<file path="config.mk">
export PLATFORM = sky130hd
export DESIGN_NAME = fme_satd_sched_flat
export DESIGN_NICKNAME = d
export VERILOG_FILES = /design/src/rtl/fme_satd_sched_pkg.sv /design/src/rtl/fme_satd_sched_if.sv /design/src/rtl/fme_satd_sched_best_cand.sv /design/src/rtl/fme_satd_sched.sv /design/src/flat_wrapper.sv
export SDC_FILE = /design/constraint.sdc
export NUM_CORES = 1
export LEC_CHECK = 0
export BUFFER_PORTS_ARGS = -buffer_cell sky130_fd_sc_hd__buf_4
export CAP_MARGIN = 20
export CORE_AREA = 4 4 175 177
export CTS_BUF_LIST = sky130_fd_sc_hd__clkbuf_8
export DETAILED_ROUTE_END_ITERATION = 12
export DIE_AREA = 0 0 179 181
export GPL_TIMING_DRIVEN = 1
export PLACE_DENSITY = 0.46
export SKIP_CTS_REPAIR_TIMING = 1
export SLEW_MARGIN = 25
export SYNTH_ARGS = -nofsm -noshare
export SYNTH_HDL_FRONTEND = slang
export SYNTH_SLANG_ARGS = --single-unit
</file>
<file path="constraint.sdc">
create_clock -name clk -period 11 [get_ports clk]
set_input_delay 1.1 -clock clk [delete_from_list [all_inputs] [get_ports clk]]
set_output_delay 1.1 -clock clk [all_outputs]
set_load 0.02 [all_outputs]
</file>
<file path="src/rtl/fme_satd_sched_pkg.sv">
// Shared definitions for the FME SATD scheduler slice.
//  - PU mode encodings driven on pu_sel
//  - scheduler state encoding
//  - residual row type (4 pixels x 9 bit, element 0 = column 0)
//  - default widths for the PU column sum and the candidate cost
package fme_satd_sched_pkg;

  localparam int unsigned SUM_W_DEF  = 16;
  localparam int unsigned COST_W_DEF = 20;
  localparam int unsigned PIX_W      = 9;
  localparam int unsigned ROW_PIX    = 4;

  localparam logic [1:0] SEL_HOLD  = 2'b00;
  localparam logic [1:0] SEL_LOAD  = 2'b01;
  localparam logic [1:0] SEL_DRAIN = 2'b10;
  localparam logic [1:0] SEL_CLR   = 2'b11;

  // Encodings are fixed so they match the legacy state register values.
  typedef enum logic [2:0] {
    ST_IDLE  = 3'd0,
    ST_CLEAR = 3'd1,
    ST_LOAD  = 3'd2,
    ST_DRAIN = 3'd3,
    ST_ACC   = 3'd4,
    ST_CMP   = 3'd5,
    ST_DONE  = 3'd6,
    ST_ABORT = 3'd7
  } state_e;

  typedef logic [ROW_PIX-1:0][PIX_W-1:0] row_t;

endpackage

</file>
<file path="src/rtl/fme_satd_sched_if.sv">
// Residual-buffer and SATD PU bus of the FME scheduler.
//  master (scheduler): drives pix_req/pix_cand/pix_blk/pix_row, pu_sel, pu_rc;
//                      receives pix_valid, pix_diff, pu_sum.
//  slave  (buffer/PU): the mirror image.
interface fme_satd_sched_if
  import fme_satd_sched_pkg::*;
#(
  parameter int unsigned SUM_W = SUM_W_DEF
);
  logic             pix_req;
  logic [3:0]       pix_cand;
  logic [3:0]       pix_blk;
  logic [1:0]       pix_row;
  logic             pix_valid;
  row_t             pix_diff;
  logic [1:0]       pu_sel;
  row_t             pu_rc;
  logic [SUM_W-1:0] pu_sum;

  modport master (
    output pix_req, pix_cand, pix_blk, pix_row, pu_sel, pu_rc,
    input  pix_valid, pix_diff, pu_sum
  );

  modport slave (
    input  pix_req, pix_cand, pix_blk, pix_row, pu_sel, pu_rc,
    output pix_valid, pix_diff, pu_sum
  );
endinterface

</file>
<file path="src/rtl/fme_satd_sched_best_cand.sv">
// Best-candidate register for the FME SATD scheduler.
//  clk, rst      clock, async active-low reset
//  init_i        reset best to idx 0 / cost all-ones and forget any winner
//  upd_i         offer (idx_i, cost_i); taken if it is the first offer since
//                init or strictly cheaper than the current best
//  best_idx_o    winning candidate index
//  best_cost_o   winning cost
module fme_best_cand #(
  parameter int unsigned COST_W = 20
) (
  input  logic              clk,
  input  logic              rst,
  input  logic              init_i,
  input  logic              upd_i,
  input  logic [3:0]        idx_i,
  input  logic [COST_W-1:0] cost_i,
  output logic [3:0]        best_idx_o,
  output logic [COST_W-1:0] best_cost_o
);

  logic [3:0]        idx_q,  idx_d;
  logic [COST_W-1:0] cost_q, cost_d;
  logic              have_q, have_d;

  // have_q lets a saturated (all-ones) first candidate still win.
  always_comb begin
    idx_d  = idx_q;
    cost_d = cost_q;
    have_d = have_q;
    if (init_i) begin
      idx_d  = '0;
      cost_d = '1;
      have_d = 1'b0;
    end else if (upd_i && (!have_q || (cost_i < cost_q))) begin
      idx_d  = idx_i;
      cost_d = cost_i;
      have_d = 1'b1;
    end
  end

  always_ff @(posedge clk or negedge rst) begin
    if (!rst) begin
      idx_q  <= '0;
      cost_q <= '1;
      have_q <= 1'b0;
    end else begin
      idx_q  <= idx_d;
      cost_q <= cost_d;
      have_q <= have_d;
    end
  end

  assign best_idx_o  = idx_q;
  assign best_cost_o = cost_q;

endmodule

</file>
<file path="src/rtl/fme_satd_sched.sv">
// Scheduler for the shared 4x4 Hadamard SATD PU in the FME stage.
// For each enabled candidate it fetches NUM_BLK 4x4 residual blocks row by
// row, runs the PU through clear/load/drain, accumulates the halved SATD per
// candidate, adds the MV cost and tracks the cheapest candidate.
//  clk, rst       clock, async active-low reset
//  start_i        1-cycle start pulse, ignored while busy
//  abort_i        synchronous abort back to idle (wins over everything)
//  cand_en_i      candidate enable mask, sampled on accepted start
//  lambda_mv_i    MV cost for candidates != 0, sampled on accepted start
//  bus            residual request / PU control bus (master side)
//  busy_o         search in progress (through the done cycle)
//  done_o         1-cycle completion pulse
//  best_idx_o     winning candidate
//  best_cost_o    winning cost
module fme_satd_sched
  import fme_satd_sched_pkg::*;
#(
  parameter int unsigned NUM_CAND = 9,
  parameter int unsigned NUM_BLK  = 4,
  parameter int unsigned SUM_W    = SUM_W_DEF,
  parameter int unsigned COST_W   = COST_W_DEF
) (
  input  logic                clk,
  input  logic                rst,
  input  logic                start_i,
  input  logic                abort_i,
  input  logic [NUM_CAND-1:0] cand_en_i,
  input  logic [7:0]          lambda_mv_i,
  fme_satd_sched_if.master    bus,
  output logic                busy_o,
  output logic                done_o,
  output logic [3:0]          best_idx_o,
  output logic [COST_W-1:0]   best_cost_o
);

  localparam int unsigned BLK_ACC_W = SUM_W + 2;
  localparam int unsigned ACC_W     = ((COST_W > BLK_ACC_W) ? COST_W : BLK_ACC_W) + 1;

  state_e                state_q,    state_d;
  logic [1:0]            row_q,      row_d;
  logic [3:0]            blk_q,      blk_d;
  logic [3:0]            cand_q,     cand_d;
  logic [NUM_CAND-1:0]   en_q,       en_d;
  logic [7:0]            lambda_q,   lambda_d;
  logic [BLK_ACC_W-1:0]  blk_acc_q,  blk_acc_d;
  logic [COST_W-1:0]     cand_acc_q, cand_acc_d;

  logic                  accept;
  logic [NUM_CAND-1:0]   srch_mask;
  logic                  nxt_found;
  logic [3:0]            nxt_idx;
  logic [BLK_ACC_W-1:0]  blk_half;
  logic [ACC_W-1:0]      acc_sum;
  logic [COST_W-1:0]     acc_sat;
  logic [COST_W:0]       cost_sum;
  logic [COST_W-1:0]     cost_sat;
  logic                  best_init;
  logic                  best_upd;

  assign accept = (state_q == ST_LOAD) && bus.pix_valid && !abort_i;

  // Next enabled candidate: from the live mask when starting, otherwise the
  // sampled mask above the current index. Lowest index wins.
  always_comb begin
    srch_mask = '0;
    for (int unsigned i = 0; i < NUM_CAND; i++) begin
      if (state_q == ST_CMP) srch_mask[i] = en_q[i] && (i > 32'(cand_q));
      else                   srch_mask[i] = cand_en_i[i];
    end
    nxt_found = |srch_mask;
    nxt_idx   = '0;
    for (int unsigned i = 0; i < NUM_CAND; i++) begin
      if (srch_mask[NUM_CAND-1-i]) nxt_idx = 4'(NUM_CAND-1-i);
    end
  end

  // (blk_acc + 1) >> 1 rewritten as (blk_acc >> 1) + lsb: no carry bit needed.
  assign blk_half = {1'b0, blk_acc_q[BLK_ACC_W-1:1]} + {{(BLK_ACC_W-1){1'b0}}, blk_acc_q[0]};
  assign acc_sum  = ACC_W'(cand_acc_q) + ACC_W'(blk_half);
  assign acc_sat  = (|acc_sum[ACC_W-1:COST_W]) ? '1 : acc_sum[COST_W-1:0];

  assign cost_sum = {1'b0, cand_acc_q} + ((cand_q != 4'd0) ? (COST_W+1)'(lambda_q) : '0);
  assign cost_sat = cost_sum[COST_W] ? '1 : cost_sum[COST_W-1:0];

  always_comb begin
    state_d    = state_q;
    row_d      = row_q;
    blk_d      = blk_q;
    cand_d     = cand_q;
    en_d       = en_q;
    lambda_d   = lambda_q;
    blk_acc_d  = blk_acc_q;
    cand_acc_d = cand_acc_q;
    best_init  = 1'b0;
    best_upd   = 1'b0;

    if (abort_i) begin
      state_d    = ST_ABORT;
      row_d      = '0;
      blk_d      = '0;
      cand_d     = '0;
      blk_acc_d  = '0;
      cand_acc_d = '0;
      best_init  = 1'b1;
    end else begin
      unique case (state_q)
        ST_IDLE, ST_ABORT: begin
          state_d = ST_IDLE;
          if (start_i) begin
            en_d       = cand_en_i;
            lambda_d   = lambda_mv_i;
            row_d      = '0;
            blk_d      = '0;
            blk_acc_d  = '0;
            cand_acc_d = '0;
            best_init  = 1'b1;
            cand_d     = nxt_found ? nxt_idx : 4'd0;
            state_d    = nxt_found ? ST_CLEAR : ST_DONE;
          end
        end
        ST_CLEAR: begin
          blk_acc_d = '0;
          row_d     = '0;
          state_d   = ST_LOAD;
        end
        ST_LOAD: begin
          if (accept) begin
            row_d = row_q + 2'd1;
            if (row_q == 2'd3) state_d = ST_DRAIN;
          end
        end
        ST_DRAIN: begin
          blk_acc_d = blk_acc_q + BLK_ACC_W'(bus.pu_sum);
          row_d     = row_q + 2'd1;
          if (row_q == 2'd3) state_d = ST_ACC;
        end
        ST_ACC: begin
          cand_acc_d = acc_sat;
          if (blk_q == 4'(NUM_BLK-1)) begin
            blk_d   = '0;
            state_d = ST_CMP;
          end else begin
            blk_d   = blk_q + 4'd1;
            state_d = ST_CLEAR;
          end
        end
        ST_CMP: begin
          best_upd   = 1'b1;
          cand_acc_d = '0;
          if (nxt_found) begin
            cand_d  = nxt_idx;
            state_d = ST_CLEAR;
          end else begin
            state_d = ST_DONE;
          end
        end
        ST_DONE: begin
          cand_d  = '0;
          state_d = ST_IDLE;
        end
        default: state_d = ST_IDLE;
      endcase
    end
  end

  always_ff @(posedge clk or negedge rst) begin
    if (!rst) begin
      state_q    <= ST_IDLE;
      row_q      <= '0;
      blk_q      <= '0;
      cand_q     <= '0;
      en_q       <= '0;
      lambda_q   <= '0;
      blk_acc_q  <= '0;
      cand_acc_q <= '0;
    end else begin
      state_q    <= state_d;
      row_q      <= row_d;
      blk_q      <= blk_d;
      cand_q     <= cand_d;
      en_q       <= en_d;
      lambda_q   <= lambda_d;
      blk_acc_q  <= blk_acc_d;
      cand_acc_q <= cand_acc_d;
    end
  end

  fme_best_cand #(.COST_W(COST_W)) u_best (
    .clk         (clk),
    .rst         (rst),
    .init_i      (best_init),
    .upd_i       (best_upd),
    .idx_i       (cand_q),
    .cost_i      (cost_sat),
    .best_idx_o  (best_idx_o),
    .best_cost_o (best_cost_o)
  );

  always_comb begin
    unique case (state_q)
      ST_CLEAR, ST_ABORT: bus.pu_sel = SEL_CLR;
      ST_LOAD:            bus.pu_sel = accept ? SEL_LOAD : SEL_HOLD;
      ST_DRAIN:           bus.pu_sel = SEL_DRAIN;
      default:            bus.pu_sel = SEL_HOLD;
    endcase
  end

  assign bus.pix_req  = (state_q == ST_LOAD);
  assign bus.pix_cand = cand_q;
  assign bus.pix_blk  = blk_q;
  assign bus.pix_row  = row_q;
  assign bus.pu_rc    = bus.pix_diff;

  assign busy_o = (state_q != ST_IDLE) && (state_q != ST_ABORT);
  assign done_o = (state_q == ST_DONE);

endmodule

</file>
<file path="src/flat_wrapper.sv">
// flat-port wrapper written by rule: the top's interface ports become plain ports
module fme_satd_sched_flat import fme_satd_sched_pkg::*;
#(
  parameter int unsigned NUM_CAND = 9,
  parameter int unsigned NUM_BLK  = 4,
  parameter int unsigned SUM_W    = SUM_W_DEF,
  parameter int unsigned COST_W   = COST_W_DEF
)
  (clk, rst, start_i, abort_i, cand_en_i, lambda_mv_i, busy_o, done_o, best_idx_o, best_cost_o, bus_pix_req, bus_pix_cand, bus_pix_blk, bus_pix_row, bus_pu_sel, bus_pu_rc, bus_pix_valid, bus_pix_diff, bus_pu_sum);
  fme_satd_sched_if #(.SUM_W(SUM_W)) bus_i ();
  input  logic clk;
  input  logic rst;
  input  logic start_i;
  input  logic abort_i;
  input  logic [NUM_CAND-1:0] cand_en_i;
  input  logic [7:0] lambda_mv_i;
  output logic busy_o;
  output logic done_o;
  output logic [3:0] best_idx_o;
  output logic [COST_W-1:0] best_cost_o;
  output wire logic [$bits(bus_i.pix_req)-1:0] bus_pix_req;
  output wire logic [$bits(bus_i.pix_cand)-1:0] bus_pix_cand;
  output wire logic [$bits(bus_i.pix_blk)-1:0] bus_pix_blk;
  output wire logic [$bits(bus_i.pix_row)-1:0] bus_pix_row;
  output wire logic [$bits(bus_i.pu_sel)-1:0] bus_pu_sel;
  output wire logic [$bits(bus_i.pu_rc)-1:0] bus_pu_rc;
  input wire logic [$bits(bus_i.pix_valid)-1:0] bus_pix_valid;
  input wire logic [$bits(bus_i.pix_diff)-1:0] bus_pix_diff;
  input wire logic [$bits(bus_i.pu_sum)-1:0] bus_pu_sum;
  assign bus_pix_req = bus_i.pix_req;
  assign bus_pix_cand = bus_i.pix_cand;
  assign bus_pix_blk = bus_i.pix_blk;
  assign bus_pix_row = bus_i.pix_row;
  assign bus_pu_sel = bus_i.pu_sel;
  assign bus_pu_rc = bus_i.pu_rc;
  assign bus_i.pix_valid = bus_pix_valid;
  assign bus_i.pix_diff = bus_pix_diff;
  assign bus_i.pu_sum = bus_pu_sum;
  fme_satd_sched #(.NUM_CAND(NUM_CAND), .NUM_BLK(NUM_BLK), .SUM_W(SUM_W), .COST_W(COST_W)) u_core (.clk(clk), .rst(rst), .start_i(start_i), .abort_i(abort_i), .cand_en_i(cand_en_i), .lambda_mv_i(lambda_mv_i), .bus(bus_i), .busy_o(busy_o), .done_o(done_o), .best_idx_o(best_idx_o), .best_cost_o(best_cost_o));
endmodule
</file>
==> flow_summary.yaml, run 1 <==
min_path:
  hp-start: "u_core.lambda_q[4]$_DFFE_PN0P_"
  min-delay-path-class: "reg -> reg"
  hold_end: "u_core.lambda_q[4]$_DFFE_PN0P_"
  whs_path_depth: 1
routing:
  postRouteAntennaNets: 0
  via_per_inst: 4.73
  finalWirelength_um: 19000
  route.detailed.drc: 0
  dr.pass1.iters: 5
  vias: 5816
  drt_iter0_markers: 259
  wire_per_inst_um: 15.4
pwr:
  power.density_nw_per_um2: 144
  share_seq_of_total_power: 0.402
  intPower_w: 0.000731
  p_comb_frac: 0.369
  netSwitchingFraction: 0.369
  p_leak_nw: 3.92
  p_sw_w: 0.000428
  pwr-share-clk: 0.229
  vdd_drop_max_mv: 0.0477
setup_path:
  crit_type: "reg -> reg"
  startpoint: "u_core.bus.pix_cand[1]$_DFFE_PN0P_"
  reg2reg_depth: 21
  critical_path.startpoint_type: "flip-flop"
  required_ps: 11220
  r2r_setup_slack_ps: 4950
  reg2reg_from: "u_core.bus.pix_cand[1]$_DFFE_PN0P_"
  r2r_end: "u_core.u_best.best_idx_o[2]$_DFFE_PN0P_"
  worst-path-max-fanout: 22
  cp.arrival_ps: 6270
  end_kind: "flip-flop"
clocking:
  cts_buffers: 9
  clk_latency_ps: 380
  cts_tree: "built"
  cts_sinks: 92
  path_clk_slew_ps: 100
  cts.path.max_buffers: 2
  root_buffer: "clkbuf_8"
  cts_htree_levels: 3
grt:
  grt_pass1_vias: 5773
  grt_overflow: 0
  antenna_found_initial: 0
  grt_max_degree: 57
  grt_pass1_wl_um: 31000
  track_usage: 0.118
sta:
  tightest_slew_ps: 1050
  setup-violations-final: 0
  fmax_mhz: 165
  slew_violations: 0
  slew_headroom: 0.300
  final.setup.tns_ps: 0
  fin_worst_skew_ps: 10.8
  layout_worst_path_cycle_share: 0.550
  post-route-min-period_ps: 6050
  rsz0062_at_grt: "no"
  finalHoldViolations: 0
synthesis:
  yosysUniqueCellTypes: 76
  netlist_instances: 807
  yosysSeqAreaShare: 0.325
  mappedNetlistArea_um2: 7170
  synth_ff_type: "dfrtp_1"
  syn_nets: 946
  yosysWarnings: 0
  ys_ff_latch: 92
  postSynthAreaPerCell_um2: 8.88
  synth_edf_count: 0
  synthArstFlopShare: 1.00
final_layout:
  diodes: 0
  finalInstanceArea_um2: 8070
  n_fill_cell: 3140
  drive_gt1_frac: 0.182
  areaGrowthSynthToFinish_pct: 12.5
  nets: 973
floorplanning:
  die_y_um: 181
  die_area_um2: 32400
  chipWidth_um: 179
  rows: 63
  start_util: 0.245
  core_area_um2: 29200
  io_pins: 149
placement:
  finalWeightedCongestion: 0.800
  port_buffers: 76
  dp_hpwl_um: 14700
  postPlaceCellArea_um2: 7840
run_status:
  status: "completed"
flow_run:
  cap_viol_max_count: 0
==> synthesized netlist by cell type, types with 6 or more instances <==
master / n / area, um^2
dfrtp_1: 72 / 1800
nor2_1: 68 / 255
nand2_1: 63 / 236
ha_1: 61 / 763
a21oi_1: 51 / 255
inv_1: 38 / 143
o21ai_0: 37 / 185
buf_4: 36 / 270
nor3_1: 25 / 125
xnor2_1: 21 / 184
dfstp_2: 20 / 526
a21o_1: 19 / 143
clkbuf_1: 19 / 71.3
mux2_2: 17 / 191
nand2b_1: 17 / 106
nand3_1: 17 / 85.1
nor2b_1: 15 / 93.8
a221o_1: 14 / 140
a31oi_1: 14 / 87.6
xor2_1: 12 / 105
a211oi_1: 11 / 82.6
o211ai_1: 11 / 82.6
o21a_1: 10 / 75.1
nand4_1: 9 / 56.3
a2111oi_0: 7 / 61.3
o21ai_1: 7 / 35.0
a22o_1: 6 / 52.6
mux2i_1: 6 / 60.1
o21bai_1: 6 / 45.0
or2_2: 6 / 37.5
==> cell type report <==
type,instances,area [um^2],share of cell area
inverters,39,146,0.0181
clock buffers,11,151,0.0188
repair buffers,82,616,0.0763
well taps,390,488,0.0605
clock inverters,5,76.3,0.00946
multi-input cells,610,4260,0.528
flip-flops and latches,92,2330,0.288
==> power by group through the flow <==
stage / logic (W) / registers [W] / clock network (W)
after detailed placement: 0.000432 / 0.000474 / 0
after floorplan: 0.000323 / 0.000462 / 0
after global routing: 0.000482 / 0.000478 / 0.000291
after CTS: 0.000434 / 0.000467 / 0.000279
after global placement: 0.000428 / 0.000473 / 0
final: 0.000427 / 0.000466 / 0.000266
==> layout by cell type, fill, tap and decap left out, types with 5 or more instances in the layout <==
master	netlist	layout
mux2i_1	6	6
a31oi_1	14	14
mux2_2	17	17
ha_1	61	61
nand2b_1	17	17
nand2_1	63	63
or2_2	6	6
a2111oi_0	7	7
xor2_1	12	12
o211ai_1	11	11
nor2b_1	15	15
dfrtp_1	72	72
a211oi_1	11	10
nor2_1	68	68
a211o_1	5	5
o21ai_0	37	37
and2_1	5	5
buf_4	36	82
o21a_1	10	10
o21ai_1	7	7
a22o_1	6	6
or3_1	5	5
clkbuf_8	2	11
nand4_1	9	9
a221o_1	14	14
a21o_1	19	19
nor3_1	25	24
inv_1	38	40
nand3_1	17	17
dfstp_2	20	20
a21boi_0	5	5
a21oi_1	51	51
xnor2_1	21	21
o21bai_1	6	6
==> critical path, cell delays in order (launching register included) <==
cell and delay, ps:
dfrtp_1 520, nor4_1 310, buf_4 210, nor2b_1 50
ha_1 210, fa_1 420, a21oi_1 210, o211ai_1 150
o21bai_1 540, nand2b_1 450, nand3_1 130, o21a_1 150
ha_1 300, a21o_1 160, a21oi_1 140, nor2_1 50
a2111oi_0 360, o21ai_1 180, nor3_4 670, buf_4 390
mux2i_1 210, nor2_1 60
==> metrics by stage <==
step                      power, W  utilization  worst slack [ps]  cells  hold WS [ps]
after global routing       0.00125        0.276              4280   1229           528
after detailed placement  0.000905        0.268              4930   1213           492
after floorplan           0.000785            -              5390    807           472
after CTS                  0.00118        0.276              4910   1229           513
final                      0.00116        0.276              4950   1229           509
after global placement    0.000902        0.268              4820   1213           487
==> kinds of logic (layout without fill, tap and decap cells) <==
| family | after synthesis | after routing | share of synthesized area |
|---|---|---|---|
| mux | 26 | 26 | 0.0398 |
| compound gates | 229 | 229 | 0.218 |
| flops | 92 | 92 | 0.325 |
| buf+inv | 105 | 137 | 0.0829 |
| simple gates | 257 | 257 | 0.177 |
| xor+xnor | 33 | 33 | 0.0403 |
| fa+ha+maj | 65 | 65 | 0.118 |
==> per-layer routing <==
metal	global-route usage	up-vias	share of wire
met1	0.168	2744	0.50
met3	0.0197	12	0.036
met2	0.187	97	0.45
met5	0	-	0
li1	-	2963	-
met4	0.0282	0	0.012
==> worst max-delay path by stage <==
stage	end	cells past startpoint
after global routing	u_core.u_best.best_idx_o[2]$_DFFE_PN0P_	21
final	u_core.u_best.best_idx_o[2]$_DFFE_PN0P_	21
after detailed placement	u_core.u_best.best_idx_o[2]$_DFFE_PN0P_	21
after floorplan	u_core.u_best.best_cost_o[8]$_DFFE_PN1P_	21
after global placement	u_core.u_best.best_idx_o[0]$_DFFE_PN0P_	21
after CTS	u_core.u_best.best_idx_o[2]$_DFFE_PN0P_	21
==> flip-flops by register name, indices dropped and copies added, names as in the netlist <==
signal                     count
u_core.blk_acc_q              18
u_core.bus.pix_blk             4
u_core.bus.pix_cand            4
u_core.bus.pix_row             2
u_core.cand_acc_q             20
u_core.en_q                    8
u_core.lambda_q                8
u_core.state_q                 3
u_core.u_best.best_cost_o     20
u_core.u_best.best_idx_o       4
u_core.u_best.have_q           1
Power figures use the tool's default switching activity.
==> run 2: changes to the inputs <==
Settings changed: ABC_AREA set to 1, CORE_AREA 4 4 175 177 to 4 4 177 179, DIE_AREA 0 0 179 181 to 0 0 181 183.
Clock period 11 ns to 6.1 ns, I/O delays scaled along.
==> run 2 against run 1 <==
  * Global-route usage increased by 0.76 points
  * Routed wire length grew 9.0%
  * Worst setup slack worse by 3700 ps
  * Final cell count rose by 17%
  * Final area rose by 2.4%
==> flow_summary.yaml, run 2 <==
setup_path:
  required_ps: 6420
  crit_top_cell: "nand2_1"
  slowest_stage: "dfrtp_1"
  cp.arrival_ps: 5220
  critical_path.startpoint_type: "flip-flop"
  cp_top_family: "simple AND/OR/NAND/NOR gates"
  worst-path-max-fanout: 25
  critPathMaxStageDelay_ps: 440
  end_kind: "flip-flop"
  cp_num_buf_inv: 3
  crit_type: "reg -> reg"
  cp_cell_sequence: "nor2_1 -> nand2_1 -> inv_1 -> nor2_1 -> ha_1 -> fa_1 -> nand2_1 -> nand2_1 -> nand3_2 -> nand2_2 -> nand3_2 -> inv_1 -> nor3_1 -> inv_1 -> ha_1 -> nand4_1 -> nor4_1 -> nand2_1 -> nand2_1 -> nand2_1 -> nand2_4 -> nand2_4 -> nand2_1 -> nand2_1"
pwr:
  power.density_nw_per_um2: 346
  p_leak_nw: 4.29
  vdd_drop_max_mv: 0.103
  p_total_w: 0.00286
synthesis:
  synth.most_common_cell: "nand2_1"
  synthTopCellsByArea: "dfrtp_1, nand2_1, ha_1, dfstp_2, o21ai_0"
  synth_ff_type: "dfrtp_1"
  netlist_instances: 1014
  postSynthAreaPerCell_um2: 7.25
  syn_nets: 1153
  mappedNetlistArea_um2: 7350
  yosysWarnings: 0
  synth_common_cells: "nand2_1, inv_1, o21ai_0, nand3_1, dfrtp_1"
  synth.top_cell.area_share: 0.245
  yosysTopAreaCell: "dfrtp_1"
  yosysSeqAreaShare: 0.316
  synthArstFlopShare: 1.00
  synth_edf_count: 0
  yosysUniqueCellTypes: 50
  ys_ff_latch: 92
sta:
  rsz0062_at_grt: "no"
  layout_worst_path_cycle_share: 0.803
  tightest_slew_ps: 990
  slew_violations: 0
  fin_worst_skew_ps: 10.1
  finalHoldViolations: 0
  setup-violations-final: 0
  slew_headroom: 0.338
  fmax_mhz: 204
  post-route-min-period_ps: 4900
  final.setup.tns_ps: 0
clocking:
  clk_latency_ps: 380
  cts_sinks: 92
  cts_htree_levels: 3
  cts.path.max_buffers: 2
  path_clk_slew_ps: 100
  cts_buffers: 9
  root_buffer: "clkbuf_8"
  cts_tree: "built"
floorplanning:
  chipWidth_um: 181
  core_area_um2: 29600
  die_area_um2: 33100
  die_y_um: 183
  rows: 63
  start_util: 0.249
  io_pins: 149
run_status:
  status: "completed"
final_layout:
  nets: 1183
  drive_gt1_frac: 0.140
  diodes: 0
  final_common_cell: "nand2_1"
  areaGrowthSynthToFinish_pct: 12.4
  final_cell_mix: "nand2_1, inv_1, o21ai_0, buf_4, nand3_1"
  final_util: 0.280
routing:
  drt_iter0_markers: 327
  vias: 6526
  via_per_inst: 4.54
  route.detailed.drc: 0
  wire_per_inst_um: 14.4
  finalWirelength_um: 20700
  postRouteAntennaNets: 0
  dr.pass1.iters: 5
placement:
  dp_hpwl_um: 16800
  port_buffers: 76
  finalWeightedCongestion: 0.800
grt:
  track_usage: 0.126
  grt_pass1_wl_um: 34200
  grt_max_degree: 54
  grt_pass1_vias: 6418
  antenna_found_initial: 0
  grt_overflow: 0
min_path:
  min-delay-path-class: "in -> async"
flow_run:
  cap_viol_max_count: 0
## run 2: cell count changes after synthesis, moves of 9 or more
cell      before  now
inv_1         38  110
nand3_1       17   77
nor2b_1       15    0
a221o_1       14    0
nor3_1        25   11
nand2b_1      17    0
nand4_1        9   19
a21oi_1       51   69
a211oi_1      11    1
a21o_1        19    6
a31oi_1       14    5
nand2_1       63  250
o21ai_0       37   87
mux2_2        17    3
## run 2: per-stage QoR
step	hold WS, ps	instance area [um^2]	std cells	setup WS (ps)
4_1_cts	211	8260	1439	1210
5_1_grt	239	8260	1439	598
6_report	205	8260	1439	1200
3_5_place_dp	491	8040	1423	1240
3_3_place_gp	488	8040	1423	1410
2_1_floorplan	314	7350	1014	2370
## run 2: worst paths after layout
| kind | start | endpoint | cells past startpoint | slack, ps |
|---|---|---|---|---|
| max in group asynchronous | rst | u_core.bus.pix_row[1]$_DFFE_PN0P_ | 2 | 4800 |
| max reg2reg | u_core.bus.pix_cand[3]$_DFFE_PN0P_ | u_core.u_best.best_cost_o[0]$_DFFE_PN1P_ | 24 | 1200 |
| min reg2reg | u_core.u_best.best_cost_o[4]$_DFFE_PN1P_ | u_core.u_best.best_cost_o[4]$_DFFE_PN1P_ | 2 | 500 |
| min in group clk | cand_en_i[3] | u_core.en_q[3]$_DFFE_PN0P_ | 3 | 440 |
| min | rst | u_core.cand_acc_q[13]$_DFFE_PN0P_ | 1 | 210 |
| max | u_core.bus.pix_cand[3]$_DFFE_PN0P_ | u_core.u_best.best_cost_o[0]$_DFFE_PN1P_ | 24 | 1200 |
## run 2: cells by family (layout without fill, tap and decap cells)
family,count (synthesis),count (layout),synth area share
xor+xnor,26,26,0.0310
mux,3,3,0.00459
fa+ha+maj,65,65,0.115
simple gates,455,455,0.268
flops,92,92,0.316
buf+inv,171,206,0.111
compound gates,202,202,0.154
## run 2: report_power, final
group | switching (W) | internal (W)
sequential | 0.000154 | 0.000816
combinational | 0.000896 | 0.000509
clock | 0.000243 | 0.000242
total | 0.00129 | 0.00157
## run 2: area by class of cell
| cell class | count | area (um^2) |
|---|---|---|
| Fill cell | 3330 | 21300 |
| Multi-Input combinational cell | 751 | 4220 |
| Inverter | 112 | 420 |
| Clock inverter | 6 | 86.3 |
| Clock buffer | 10 | 138 |
| Sequential cell | 92 | 2330 |
| Tap cell | 390 | 488 |
| Timing Repair Buffer | 78 | 586 |
## run 2: worst register-to-register path, delay by kind of cell (launching register included)
| family | cells | cell delay, ps |
|---|---|---|
| buffers and inverters | 3 | 490 |
| adder cells (fa/ha/maj) | 3 | 910 |
| AND/OR/NAND/NOR | 18 | 2990 |
| flip-flops | 1 | 440 |
## run 2: metal layers
metal | vias to the layer above | GRT usage | share of wire
met5 | - | 0 | 0
met3 | 15 | 0.0222 | 0.035
met1 | 3000 | 0.184 | 0.51
met2 | 93 | 0.197 | 0.45
li1 | 3418 | - | -
met4 | 0 | 0.0240 | 0.0090
